## config.mk

```make
export PLATFORM = sky130hd
export DESIGN_NAME = stepper_seq
export DESIGN_NICKNAME = d
export VERILOG_FILES = /design/src/rtl/stepper_pkg.sv /design/src/rtl/stepper_seq_step_timer.sv /design/src/rtl/stepper_seq.sv
export SDC_FILE = /design/constraint.sdc
export NUM_CORES = 1
export LEC_CHECK = 0
export CORE_ASPECT_RATIO = 1.5
export CORE_MARGIN = 2
export CORE_UTILIZATION = 56
export CTS_CLUSTER_DIAMETER = 80
export DETAILED_ROUTE_END_ITERATION = 16
export GPL_TIMING_DRIVEN = 0
export PLACE_DENSITY = 0.81
export SYNTH_ARGS = -nofsm -noshare
export SYNTH_HDL_FRONTEND = slang
export SYNTH_SLANG_ARGS = --single-unit
```

## constraint.sdc

```tcl
create_clock -name CLK100MHZ -period 2.6 [get_ports CLK100MHZ]
set_clock_uncertainty 0.1 [all_clocks]
set_input_delay 0.52 -clock CLK100MHZ [delete_from_list [all_inputs] [get_ports CLK100MHZ]]
set_output_delay 0.52 -clock CLK100MHZ [all_outputs]
set_load 0.005 [all_outputs]
```

## src/rtl/stepper_pkg.sv

```systemverilog
`default_nettype none
// ============================================================================
// Module      : stepper_pkg
// Description : Shared types, mode encodings and the coil phase table for the
//               four-phase unipolar stepper sequencer.
// Revision    : 1.0 - initial release
// ============================================================================
package stepper_pkg;

  // Step mode encodings; 2'b11 is folded onto wave mode when latched.
  localparam logic [1:0] MODE_WAVE = 2'b00;
  localparam logic [1:0] MODE_FULL = 2'b01;
  localparam logic [1:0] MODE_HALF = 2'b10;

  typedef enum logic [0:0] {
    IDLE = 1'b0,
    RUN  = 1'b1
  } state_t;

  // Eight-entry half-step table. Even entries energise one coil (wave),
  // odd entries energise two adjacent coils (full).
  function automatic logic [3:0] phase_of(input logic [2:0] idx);
    logic [3:0] p;
    case (idx)
      3'd0:    p = 4'b0001;
      3'd1:    p = 4'b0011;
      3'd2:    p = 4'b0010;
      3'd3:    p = 4'b0110;
      3'd4:    p = 4'b0100;
      3'd5:    p = 4'b1100;
      3'd6:    p = 4'b1000;
      default: p = 4'b1001;
    endcase
    return p;
  endfunction

  // Map the raw MODE input onto one of the three supported modes.
  function automatic logic [1:0] norm_mode(input logic [1:0] m);
    logic [1:0] r;
    case (m)
      MODE_FULL: r = MODE_FULL;
      MODE_HALF: r = MODE_HALF;
      default:   r = MODE_WAVE;
    endcase
    return r;
  endfunction

endpackage
`default_nettype wire

```

## src/rtl/stepper_seq_step_timer.sv

```systemverilog
`default_nettype none
// ============================================================================
// Module      : step_timer
// Description : Reloadable down-counter pacing the stepper. A start pulse
//               latches the period and preloads the count; while running the
//               count decrements and reloads itself each time it hits zero.
// Revision    : 1.0 - initial release
// ============================================================================
module step_timer #(
  parameter int DIV_W = 24
) (
  input  logic             clk,
  input  logic             rst_n,
  input  logic             start,
  input  logic             run,
  input  logic [DIV_W-1:0] period,
  output logic             tick
);

  logic [DIV_W-1:0] count_q, count_d;
  logic [DIV_W-1:0] reload_q, reload_d;
  logic [DIV_W-1:0] start_val;

  // A period of zero behaves exactly like a period of one.
  assign start_val = (period == '0) ? '0 : period - DIV_W'(1);

  // Zero flag: the owner decides whether this cycle actually steps.
  assign tick = (count_q == '0);

  // Next count: preload on start, otherwise count down and wrap to reload.
  always_comb begin
    count_d  = count_q;
    reload_d = reload_q;
    if (start) begin
      count_d  = start_val;
      reload_d = start_val;
    end else if (run) begin
      if (count_q == '0) begin
        count_d = reload_q;
      end else begin
        count_d = count_q - DIV_W'(1);
      end
    end
  end

  // Counter and reload registers.
  always_ff @(posedge clk or negedge rst_n) begin
    if (!rst_n) begin
      count_q  <= '0;
      reload_q <= '0;
    end else begin
      count_q  <= count_d;
      reload_q <= reload_d;
    end
  end

endmodule
`default_nettype wire

```

## src/rtl/stepper_seq.sv

```systemverilog
`default_nettype none
// ============================================================================
// Module      : stepper_seq
// Description : Four-phase unipolar stepper sequencer with wave/full/half
//               step modes, direction, programmable step period and step
//               count, and a start/stop/busy/done handshake.
// Revision    : 1.0 - initial release
// ============================================================================
module stepper_seq
  import stepper_pkg::*;
#(
  parameter int DIV_W   = 24,
  parameter int STEP_W  = 16,
  parameter bit HOLD_EN = 1'b1
) (
  input  logic              CLK100MHZ,
  input  logic              RST_N,
  input  logic              START,
  input  logic              STOP,
  input  logic              DIR,
  input  logic [1:0]        MODE,
  input  logic [DIV_W-1:0]  PERIOD,
  input  logic [STEP_W-1:0] STEPS,
  output logic [3:0]        PHASE,
  output logic              BUSY,
  output logic              DONE,
  output logic [STEP_W-1:0] STEPS_LEFT
);

  state_t            state_q, state_d;
  logic [2:0]        idx_q, idx_d;
  logic [3:0]        phase_q, phase_d;
  logic              busy_q, busy_d;
  logic              done_q, done_d;
  logic [STEP_W-1:0] steps_left_q, steps_left_d;
  logic              dir_q, dir_d;
  logic [1:0]        mode_q, mode_d;

  logic              timer_start;
  logic              timer_run;
  logic              timer_tick;
  logic [1:0]        start_mode;
  logic [2:0]        start_idx;
  logic [2:0]        step_inc;
  logic [2:0]        idx_next;

  // Mode and aligned index used on the START edge; the alignment keeps idx
  // on even entries for wave/half and odd entries for full.
  assign start_mode = norm_mode(MODE);
  assign start_idx  = (start_mode == MODE_FULL) ? {idx_q[2:1], 1'b1}
                                                : {idx_q[2:1], 1'b0};

  // Next table position for a step; 3-bit arithmetic wraps mod 8.
  assign step_inc = (mode_q == MODE_HALF) ? 3'd1 : 3'd2;
  assign idx_next = dir_q ? (idx_q + step_inc) : (idx_q - step_inc);

  step_timer #(
    .DIV_W (DIV_W)
  ) u_step_timer (
    .clk    (CLK100MHZ),
    .rst_n  (RST_N),
    .start  (timer_start),
    .run    (timer_run),
    .period (PERIOD),
    .tick   (timer_tick)
  );

  // Next-state and output logic for the IDLE/RUN sequencer.
  always_comb begin
    state_d      = state_q;
    idx_d        = idx_q;
    phase_d      = phase_q;
    busy_d       = busy_q;
    done_d       = 1'b0;
    steps_left_d = steps_left_q;
    dir_d        = dir_q;
    mode_d       = mode_q;
    timer_start  = 1'b0;
    timer_run    = 1'b0;

    case (state_q)
      IDLE: begin
        if (START) begin
          state_d      = RUN;
          dir_d        = DIR;
          mode_d       = start_mode;
          idx_d        = start_idx;
          phase_d      = phase_of(start_idx);
          steps_left_d = STEPS;
          busy_d       = 1'b1;
          timer_start  = 1'b1;
        end
      end

      RUN: begin
        if (STOP) begin
          // Abort takes priority over a step due on the same edge.
          state_d = IDLE;
          busy_d  = 1'b0;
          done_d  = 1'b1;
          if (!HOLD_EN) begin
            phase_d = 4'b0000;
          end
        end else begin
          timer_run = 1'b1;
          if (timer_tick) begin
            idx_d   = idx_next;
            phase_d = phase_of(idx_next);
            // A zero count means continuous motion; it never decrements.
            if (steps_left_q != '0) begin
              steps_left_d = steps_left_q - STEP_W'(1);
              if (steps_left_q == STEP_W'(1)) begin
                state_d = IDLE;
                busy_d  = 1'b0;
                done_d  = 1'b1;
                if (!HOLD_EN) begin
                  phase_d = 4'b0000;
                end
              end
            end
          end
        end
      end

      default: begin
        state_d = IDLE;
      end
    endcase
  end

  // Sequencer state and registered outputs.
  always_ff @(posedge CLK100MHZ or negedge RST_N) begin
    if (!RST_N) begin
      state_q      <= IDLE;
      idx_q        <= 3'd0;
      phase_q      <= 4'b0000;
      busy_q       <= 1'b0;
      done_q       <= 1'b0;
      steps_left_q <= '0;
      dir_q        <= 1'b0;
      mode_q       <= MODE_WAVE;
    end else begin
      state_q      <= state_d;
      idx_q        <= idx_d;
      phase_q      <= phase_d;
      busy_q       <= busy_d;
      done_q       <= done_d;
      steps_left_q <= steps_left_d;
      dir_q        <= dir_d;
      mode_q       <= mode_d;
    end
  end

  assign PHASE      = phase_q;
  assign BUSY       = busy_q;
  assign DONE       = done_q;
  assign STEPS_LEFT = steps_left_q;

endmodule
`default_nettype wire

```

==> metrics.md, run 1 <==
| Metric | Value |
|---|---|
| Final net count | 742 |
| RSZ-0062 raised after global routing | true |
| Die X | just over 80 um |
| Sink Count | 77 |
| Port bufs | 67 |
| Clock Power Share | a little under a quarter |
| Post-synth ARST share | 100% |
| Final setup violation count | 0 |
| Final Util | 72.9% |
| Critical path type | primary input to flip-flop |
| Io pins | 69 |
| Crit-path max FO | 6 |
| Vias in the first global route | 5,408 |
| Min-Delay Path Class | primary input to asynchronous set/reset pin |
| Post-synthesis sequential area ratio | 37.2% |
| Post-Place Cells | 769 |
| CP Data Required Time | between 2 and 3 ns |
| Max-cap violations | 0 |
| Tcrit/Tclk final | 99.0% |
| Worst-path clk slew | about 0.06 ns |
| Non-Filler Instances | 803 |
| TritonCTS buffer count | 9 |
| Dpl hpwl | 12,100 um |
| Reg area | 1930 sq um |
| Slew @ Worst Pin | 0.786 ns |
| Placed Area | 6020 sq um |
| Peak VDD IR | 466 uV |
| Final antenna-violating net count | 0 |
| Synth cell types | 79 |
| Worst-Skew Late Latency | 0.35 ns |
| Max Freq | between 300 and 400 MHz |
| Post-route cell area | 6670 sq um |
| 1st-pass router iterations | 5 |
| Max-slew violations | 0 |
| CTS tree | yes |
| Post-DR wirelength/cell | 21.1 um |
| Number of flops mapped to enable cells by yosys | 0 |
| Area of the multi-input gates | 3170 sq um |
| RePlAce Congestion | 0.929 |
| Layout cells sized above 1 | 15.2% |
| Worst EP arrival | 2.71 ns |
| Final Hold Fails | 14 |
| Drt drc | 0 |
| Vert. Die Dim | between 100 and 150 um |
| H-tree depth | 3 |
| Pwr/cell area | 738 nW/um^2 |
| Cells after synthesis | 589 |
| First-pass GRT wire length | ~26,000 um |
| Via count | approximately 5,400 |
| Synth Register Bits | 77 |
| Grt total ovfl | 0 |
| Psw | 1.85 mW |
| Synthesized area per cell | 8.80 sq um |
| Top FF cell, synth | dfrtp_1 |
| Antenna diode count | 0 |
| Post-Syn Area | between 5000 and 6000 sq um |
| Area Growth Syn to Fin | 28.7% |
| Number of fill cells | 716 |
| Failing checks | hold timing |
| Die area | 10,100 sq um |
| Comb pwr share | 37.3% |
| Status | complete, but fails checks |
| DRT iter0 DRCs | 401 |
| Largest net degree at the start of global routing | 52 |
| Vias/cell | 6.72 |
| Core Area | 9150 sq um |
| WL final | 16,900 um |
| Overall Power | 4.92 mW |
| Mapped Nets | 645 |
| Crit path capture type | flip-flop |
| Relative slew slack | roughly 47% |
| Internal power | 3.07 mW |
| Gr usage total | 34.7% |
| Placement row count | 43 |
| Sequential share of power | between 30 and 40% |
| Synth Warn # | 0 |
| Root Buffer | clkbuf_16 |
| Leakage | 2.65 nW |
| Max clock buf depth | 2 |
| Number of antenna violations at the first check in global routing | 0 |
| Crit start category | primary input |
| Starting Density | between 50 and 60% |
| Switching Fraction | 37.7% |
| WHS | -0.0131 ns |
| Final critical-path required period | 2.57 ns |
[routing by layer]
metal,up-vias,track usage (%),routed length [um]
met5,-,0,0
met4,0,23.2,937
met3,63,6.44,1100
met2,314,60.3,8880
met1,2572,36.9,6010
li1,2450,-,-
[timing repair]
action,4_1_cts,5_1_grt
hold buffers,0,0
gates cloned,0,1
pin swaps,5,9
buffers inserted,9,10
setup endpoints to repair,67,46
gates resized for setup,34,24
[synth_stat cells, types with 5 or more instances]
cell type | number | area (sq um)
clkbuf_1 | 20 | 75.1
dfrtp_1 | 77 | 1930
o22a_1 | 8 | 70.1
and2_1 | 5 | 31.3
o31a_1 | 7 | 61.3
nand2_1 | 60 | 225
nand3_1 | 15 | 75.1
buf_2 | 5 | 25.0
o211ai_1 | 6 | 45.0
nand4_1 | 18 | 113
a221o_1 | 5 | 50.1
o21ai_1 | 8 | 40.0
or3_1 | 7 | 43.8
nor2_1 | 35 | 131
or4_1 | 7 | 52.6
nor4_1 | 16 | 100
ha_1 | 8 | 100
a21o_1 | 5 | 37.5
o21ai_0 | 39 | 195
a31oi_1 | 11 | 68.8
xor2_1 | 14 | 123
and3_1 | 5 | 31.3
inv_1 | 27 | 101
o31ai_1 | 8 | 60.1
nor3_1 | 25 | 125
nand2b_1 | 5 | 31.3
xnor2_1 | 12 | 105
a311oi_1 | 8 | 70.1
mux2i_1 | 7 | 70.1
a21oi_1 | 20 | 100
a211oi_1 | 9 | 67.6
[layout make-up]
cell class	instances	share of cell area [%]
plain buffers	32	2.96
clock buffers	10	3.58
clock inverters	6	0.544
inverters	28	1.58
multi-input cells	450	47.5
flip-flops and latches	77	28.9
well taps	112	2.10
repair buffers	88	12.9
[metrics by stage]
stage	setup slack (ns)	setup TNS, ns
after floorplan	0.160	0
after global placement	-1.80	-167.59
after detailed placement	-0.973	-34.84
after CTS	0.00266	0
after global routing	-0.0702	-0.217
final	0.0256	0
[placed cells by master (no fill, tap or decap), drive strengths merged, types with 7 or more instances in the layout]
cell	instances
o211ai	7
dfrtp	77
or3	9
xnor2	12
nand3	15
a211oi	9
buf	33
clkdlybuf4s50	59
o31ai	8
nor4	21
inv	28
o31a	7
a311oi	8
xor2	14
nand2	61
or4	9
mux2i	7
nand4	18
a31oi	11
nor2	35
o21ai	48
a21oi	20
nor3	26
clkbuf	31
ha	8
o22a	9
[worst paths after layout]
kind	slack [ns]	to	startpoint	depth (start not counted)
hold reg to reg	0.38	u_step_timer.reload_q[10]$_DFFE_PN0P_	u_step_timer.reload_q[10]$_DFFE_PN0P_	2
setup reg to reg	0.08	BUSY$_DFFE_PN0P_	u_step_timer.count_q[0]$_DFFE_PN0P_	9
min in group CLK100MHZ	0.38	u_step_timer.reload_q[10]$_DFFE_PN0P_	u_step_timer.reload_q[10]$_DFFE_PN0P_	2
setup / recovery	0.03	u_step_timer.count_q[9]$_DFFE_PN0P_	PERIOD[18]	7
hold / removal	-0.01	STEPS_LEFT[0]$_DFFE_PN0P_	RST_N	1
max in group asynchronous	1.81	STEPS_LEFT[8]$_DFFE_PN0P_	RST_N	2
[power groups by stage]
stage,Sequential [mW],Clock [mW],Combinational [mW]
5_1_grt,1.94,1.23,2.02
2_1_floorplan,1.80,0,1.10
6_report,1.90,1.18,1.84
3_3_place_gp,1.85,0,1.68
4_1_cts,1.86,1.19,1.78
3_5_place_dp,1.87,0,1.73
[kinds of logic after synthesis]
kind of cell | after synthesis | synth area share, %
AOI/OAI and AO/OA | 179 | 24.7
xor gates and xnor gates | 27 | 4.83
adders and majority gates | 9 | 2.32
buffers and inverters | 62 | 5.53
DFF | 77 | 37.2
muxes | 11 | 2.22
and+or+nand+nor | 224 | 23.3
[state kept, by name, indices dropped and copies added, names as in the netlist]
name                   count
dir_q                      1
DONE                       1
STEPS_LEFT                16
u_step_timer.reload_q     24
state_q                    1
mode_q                     2
u_step_timer.count_q      24
BUSY                       1
PHASE                      4
idx_q                      3
[worst max-delay path, cell delays in order]
cell	delay, ns
clkdlybuf4s50_1	0.45
or3_4	0.41
or4_4	0.52
o21ai_4	0.29
buf_2	0.24
o21ai_0	0.11
o22a_1	0.16
Note: power is estimated with default switching activity, not from simulation.
==> run 2, diff against run 1 <==
--- a/config.mk
+++ b/config.mk
@@ -5,12 +5,14 @@
 export SDC_FILE = /design/constraint.sdc
 export NUM_CORES = 1
 export LEC_CHECK = 0
+export CAP_MARGIN = 30
 export CORE_ASPECT_RATIO = 1.5
 export CORE_MARGIN = 2
 export CORE_UTILIZATION = 56
 export CTS_CLUSTER_DIAMETER = 80
 export DETAILED_ROUTE_END_ITERATION = 16
 export GPL_TIMING_DRIVEN = 0
+export MAX_ROUTING_LAYER = met4
 export PLACE_DENSITY = 0.81
 export SYNTH_ARGS = -nofsm -noshare
 export SYNTH_HDL_FRONTEND = slang
==> run 2 against run 1 <==
The flow still finishes with violations (hold timing). Final cell count is the same. Wire length shrank 0.57%. Combinational power is essentially flat. Flip-flop and latch count is the same. Worst setup slack gained 0.050 ns. Sequential share of layout area shrank 0.13 points. Power grew 3.9%. Critical endpoint is now u_step_timer.reload_q[15]$_DFFE_PN0P_.
==> metrics.md, run 2 (synthesis results as in run 1) <==
| Metric | Value |
|---|---|
| Hold_buf cts | 0 |
| Via count | 5,350 |
| Core Area | around 9000 sq um |
| Pwr/cell area | 763 nW/um^2 |
| Status | complete, but fails checks |
| Post-route cell area | 6700 sq um |
| Max-slew violations | 0 |
| Max stage delay cell, worst path | or4_4 |
| Critical path type | primary input to flip-flop |
| Relative slew slack | between 40% and 50% |
| Final net count | between 700 and 800 |
| Layout cells sized above 1 | 14.9% |
| Port bufs | 67 |
| DP Worst Slack | -1.06 ns |
| Worst EP arrival | 2.64 ns |
| Starting Density | ~57% |
| Failing checks | hold timing |
| Crit-path max FO | 10 |
| Root Buffer | clkbuf_16 |
| Worst-path clk slew | approximately 0.060 ns |
| WHS | -0.000720 ns |
| CP Data Required Time | 2.72 ns |
| Comb pwr share | around 36% |
| Clock Power Share | 27.1% |
| Internal power | 3.23 mW |
| Peak VDD IR | 432 uV |
| Cells along the critical path | clkdlybuf4s50_1 > or3_4 > or4_4 > o21ai_4 > buf_4 > clkbuf_4 > o21ai_0 |
| Max Freq | 396 MHz |
| Psw | 1.88 mW |
| First-pass GRT wire length | between 20,000 and 30,000 um |
| Crit start category | primary input |
| Gr usage total | 35.9% |
| Final setup violation count | 0 |
| Tcrit/Tclk final | 97.1% |
| Commonest cells after routing, fill and taps aside | 77 x dfrtp_1, 60 x nand2_1, 59 x clkdlybuf4s50_1 |
| CTS tree | yes |
| TritonCTS buffer count | 9 |
| DRT iter0 DRCs | 369 |
| Final Hold Fails | 1 |
| Drt drc | 0 |
| Placement row count | 43 |
| Worst-Skew Late Latency | around 0.35 ns |
| Largest net degree at the start of global routing | 50 |
| Sequential share of power | 37.1% |
| Max clock buf depth | 2 |
| Post-DR wirelength/cell | 21.0 um |
| Min-Delay Path Class | primary input to asynchronous set/reset pin |
| Placed Area | 6020 sq um |
| Commonest non-fill, non-tap cell in the layout | dfrtp_1 |
| 1st-pass router iterations | 6 |
| Sink Count | 77 |
| WL final | 16,800 um |
| Antenna diode count | 0 |
| Switching Fraction | 36.8% |
| Dpl hpwl | 12,200 um |
| Number of antenna violations at the first check in global routing | 0 |
| RSZ-0062 raised after global routing | false |
| Final antenna-violating net count | 0 |
| H-tree depth | 3 |
| Max-cap violations | 0 |
| Io pins | 69 |
| Final WS setup | 0.0758 ns |
| Leakage | 2.66 nW |
| Area Growth Syn to Fin | 29.2% |
| Crit-path max cell delay | between 0.5 and 0.6 ns |
| Grt total ovfl | 0 |
| Die area | a little over 10,000 sq um |
| Slew @ Worst Pin | 0.850 ns |
| Crit path capture type | flip-flop |
| Vias/cell | 6.66 |
| Die X | 82.5 um |
| Vert. Die Dim | 122 um |
| RePlAce Congestion | 0.995 |
| Vias in the first global route | 5,292 |
| Setup TNS | 0 ns |
| Final critical-path required period | 2.52 ns |
run 2: layout make-up:
cell class	count	area, sq um
buffer	33	203
timing repair buffer	87	842
multi-input combinational	450	3160
fill	737	2450
clock inverter	7	97.6
tap	112	140
inverter	28	105
sequential	77	1930
clock buffer	9	225
run 2: critical path: cells and delay by family:
family / cells / cell delay, ns
simple gates: 2 / 0.95
buf+inv: 3 / 0.80
compound gates: 2 / 0.37
run 2: final timing paths:
check | startpoint | endpoint | slack [ns] | cells past startpoint
worst max-delay path | PERIOD[18] | u_step_timer.reload_q[15]$_DFFE_PN0P_ | 0.08 | 7
worst min-delay path | RST_N | STEPS_LEFT[0]$_DFFE_PN0P_ | -0.0007 | 1
worst max register to register | u_step_timer.count_q[10]$_DFFE_PN0P_ | BUSY$_DFFE_PN0P_ | 0.11 | 8
worst min register to register | u_step_timer.reload_q[18]$_DFFE_PN0P_ | u_step_timer.reload_q[18]$_DFFE_PN0P_ | 0.37 | 2
max in group asynchronous | RST_N | u_step_timer.count_q[9]$_DFFE_PN0P_ | 1.82 | 2
min in group CLK100MHZ | u_step_timer.reload_q[18]$_DFFE_PN0P_ | u_step_timer.reload_q[18]$_DFFE_PN0P_ | 0.37 | 2
run 2: metal layers:
layer / GRT usage (%) / wire length, um
met5: - / 0
met4: 24.4 / 1090
met3: 5.78 / 977
met2: 59.4 / 8560
met1: 38.5 / 6200
run 2: what timing repair did:
action                     4_1_cts  5_1_grt
buffers inserted                12        6
pin swaps                        5        5
setup endpoints to repair       69       51
gates resized for setup         29       24
run 2: power by group through the flow:
stage	clock network, mW	registers [mW]	logic (mW)
6_report	1.38	1.89	1.83
5_1_grt	1.42	1.94	1.99
4_1_cts	1.38	1.86	1.78
3_5_place_dp	0	1.87	1.73
3_3_place_gp	0	1.85	1.68
2_1_floorplan	0	1.80	1.10
run 2: stage by stage:
stage          power, mW  utilization (%)  hold slack, ns  instances
6_report            5.11             73.2       -0.000720        803
5_1_grt             5.35             73.2          0.0311        803
4_1_cts             5.03             71.7          0.0130        798
3_5_place_dp        3.59             65.9           0.358        770
3_3_place_gp        3.53             65.5           0.354        768
2_1_floorplan       2.90                -           0.124        589
==> run 3, diff against run 2 <==
--- a/config.mk
+++ b/config.mk
@@ -17,3 +17,4 @@
 export SYNTH_ARGS = -nofsm -noshare
 export SYNTH_HDL_FRONTEND = slang
 export SYNTH_SLANG_ARGS = --single-unit
+export TNS_END_PERCENT = 20
==> run 3 against run 2 <==
Hold slack better by 0.0038 ns. Maximum frequency is 1.8% lower. Global-route usage decreased by 0.36 points. Final cell count unchanged. Critical endpoint is now u_step_timer.count_q[19]$_DFFE_PN0P_. Count of clock-buffer cells in the layout unchanged. Sequential share of layout area up 0.14 points. Die area is the same. First-iteration DRC count is 11% higher. Core utilization down 0.36 points. The flow now finishes without violations.
==> metrics.md, run 3 (synthesis results as in run 1) <==
| Metric | Value |
|---|---|
| Hold_buf cts | 0 |
| Final critical-path required period | 2.57 ns |
| Post-route cell area | 6660 sq um |
| Max clock buf depth | 2 |
| Final antenna-violating net count | 0 |
| Crit path capture type | flip-flop |
| Crit start category | primary input |
| Final net count | between 700 and 800 |
| Io pins | 69 |
| Drt drc | 0 |
| DRT iter0 DRCs | 408 |
| Commonest non-fill, non-tap cell in the layout | dfrtp_1 |
| Starting Density | a little under three fifths |
| First-pass GRT wire length | approximately 26,000 um |
| Worst-path clk slew | 0.06 ns |
| Number of antenna violations at the first check in global routing | 0 |
| Worst EP arrival | 2.69 ns |
| RePlAce Congestion | 0.995 |
| Tcrit/Tclk final | 98.9% |
| Critical path type | primary input to flip-flop |
| Dpl hpwl | 12,200 um |
| Max-slew violations | 0 |
| Crit-path max FO | 10 |
| CP Data Required Time | 2.72 ns |
| Min-Delay Path Class | primary input to asynchronous set/reset pin |
| Relative slew slack | between 40 and 50% |
| Status | finished, final reports clean |
| Pwr/cell area | between 700 and 800 nW/um^2 |
| 1st-pass router iterations | 5 |
| Commonest cells after routing, fill and taps aside | 77 x dfrtp_1, 60 x nand2_1, 58 x clkdlybuf4s50_1 |
| Grt total ovfl | 0 |
| Layout cells sized above 1 | between 10% and 20% |
| Vert. Die Dim | between 100 and 150 um |
| Placed Area | 6020 sq um |
| Overall Power | 5.10 mW |
| Gr usage total | between 30% and 40% |
| Core Area | 9150 sq um |
| Port bufs | 67 |
| Setup TNS | 0 ns |
| TritonCTS buffer count | 9 |
| H-tree depth | 3 |
| Max-cap violations | 0 |
| Worst-Skew Late Latency | 0.34 ns |
| Leakage | 2.65 nW |
| Die X | 82.5 um |
| Max Freq | 389 MHz |
| Vias/cell | 6.63 |
| Sink Count | 77 |
| Final setup violation count | 0 |
| Area Growth Syn to Fin | 28.6% |
| Antenna diode count | 0 |
| Root Buffer | clkbuf_16 |
| Die area | slightly above 10,000 sq um |
| Peak VDD IR | between 400 and 500 uV |
| CTS tree | yes |
| Slew @ Worst Pin | 0.816 ns |
| Post-DR wirelength/cell | 21.1 um |
| WL final | 17,000 um |
| Placement row count | 43 |
| Final Hold Fails | 0 |
| Largest net degree at the start of global routing | 50 |
| Via count | 5,325 |
| RSZ-0062 raised after global routing | true |
| Vias in the first global route | 5,266 |
run 3: per-stage QoR:
step	setup slack, ns	util, %	instances	hold slack [ns]
after detailed placement	-1.06	65.9	770	0.358
final	0.0296	72.8	803	0.00309
after global placement	-1.81	65.5	768	0.354
after CTS	-0.0143	71.0	791	0.0130
after floorplan	0.160	-	589	0.124
after global routing	-0.0882	72.8	803	0.0311
run 3: final timing paths:
check                                                 startpoint                                    end  slack (ns)  cells after the start
max                                                   PERIOD[18]   u_step_timer.count_q[19]$_DFFE_PN0P_        0.03                      6
min                                                        RST_N              STEPS_LEFT[0]$_DFFE_PN0P_       0.003                      1
max reg2reg                  u_step_timer.count_q[0]$_DFFE_PN0P_              STEPS_LEFT[7]$_DFFE_PN0P_        0.03                      8
min reg2reg                u_step_timer.reload_q[18]$_DFFE_PN0P_  u_step_timer.reload_q[18]$_DFFE_PN0P_        0.37                      2
max in group asynchronous                                  RST_N  u_step_timer.reload_q[15]$_DFFE_PN0P_        1.80                      2
min in group CLK100MHZ     u_step_timer.reload_q[18]$_DFFE_PN0P_  u_step_timer.reload_q[18]$_DFFE_PN0P_        0.37                      2
run 3: cell type report:
type,count,area (sq um)
clock inverters,7,97.6
repair buffers,85,820
plain buffers,34,204
well taps,112,140
fillers,731,2480
clock buffers,9,225
flip-flops and latches,77,1930
inverters,28,105
multi-input cells,451,3140
run 3: worst max-delay path, stage by stage:
cell	delay [ns]
clkdlybuf4s50_1	0.45
or3_4	0.42
or4_4	0.55
o21a_2	0.27
clkbuf_8	0.18
a221o_1	0.30
run 3: report_power, final:
group | internal (mW) | switching (mW)
Clock | 0.844 | 0.532
Combinational | 0.869 | 0.974
Sequential | 1.51 | 0.373
run 3: repair_timing:
| item | 4_1_cts | 5_1_grt |
|---|---|---|
| setup buffers | 5 | 10 |
| pin swaps | 4 | 5 |
| cloned | 0 | 2 |
| gates resized for setup | 30 | 21 |
| endpoints found under the setup margin | 69 | 55 |
run 3: metal layers:
| layer | wire length, um | GRT usage, % |
|---|---|---|
| met5 | 0 | - |
| met2 | 8520 | 58.1 |
| met4 | 1180 | 25.5 |
| met1 | 6300 | 37.8 |
| met3 | 960 | 6.15 |
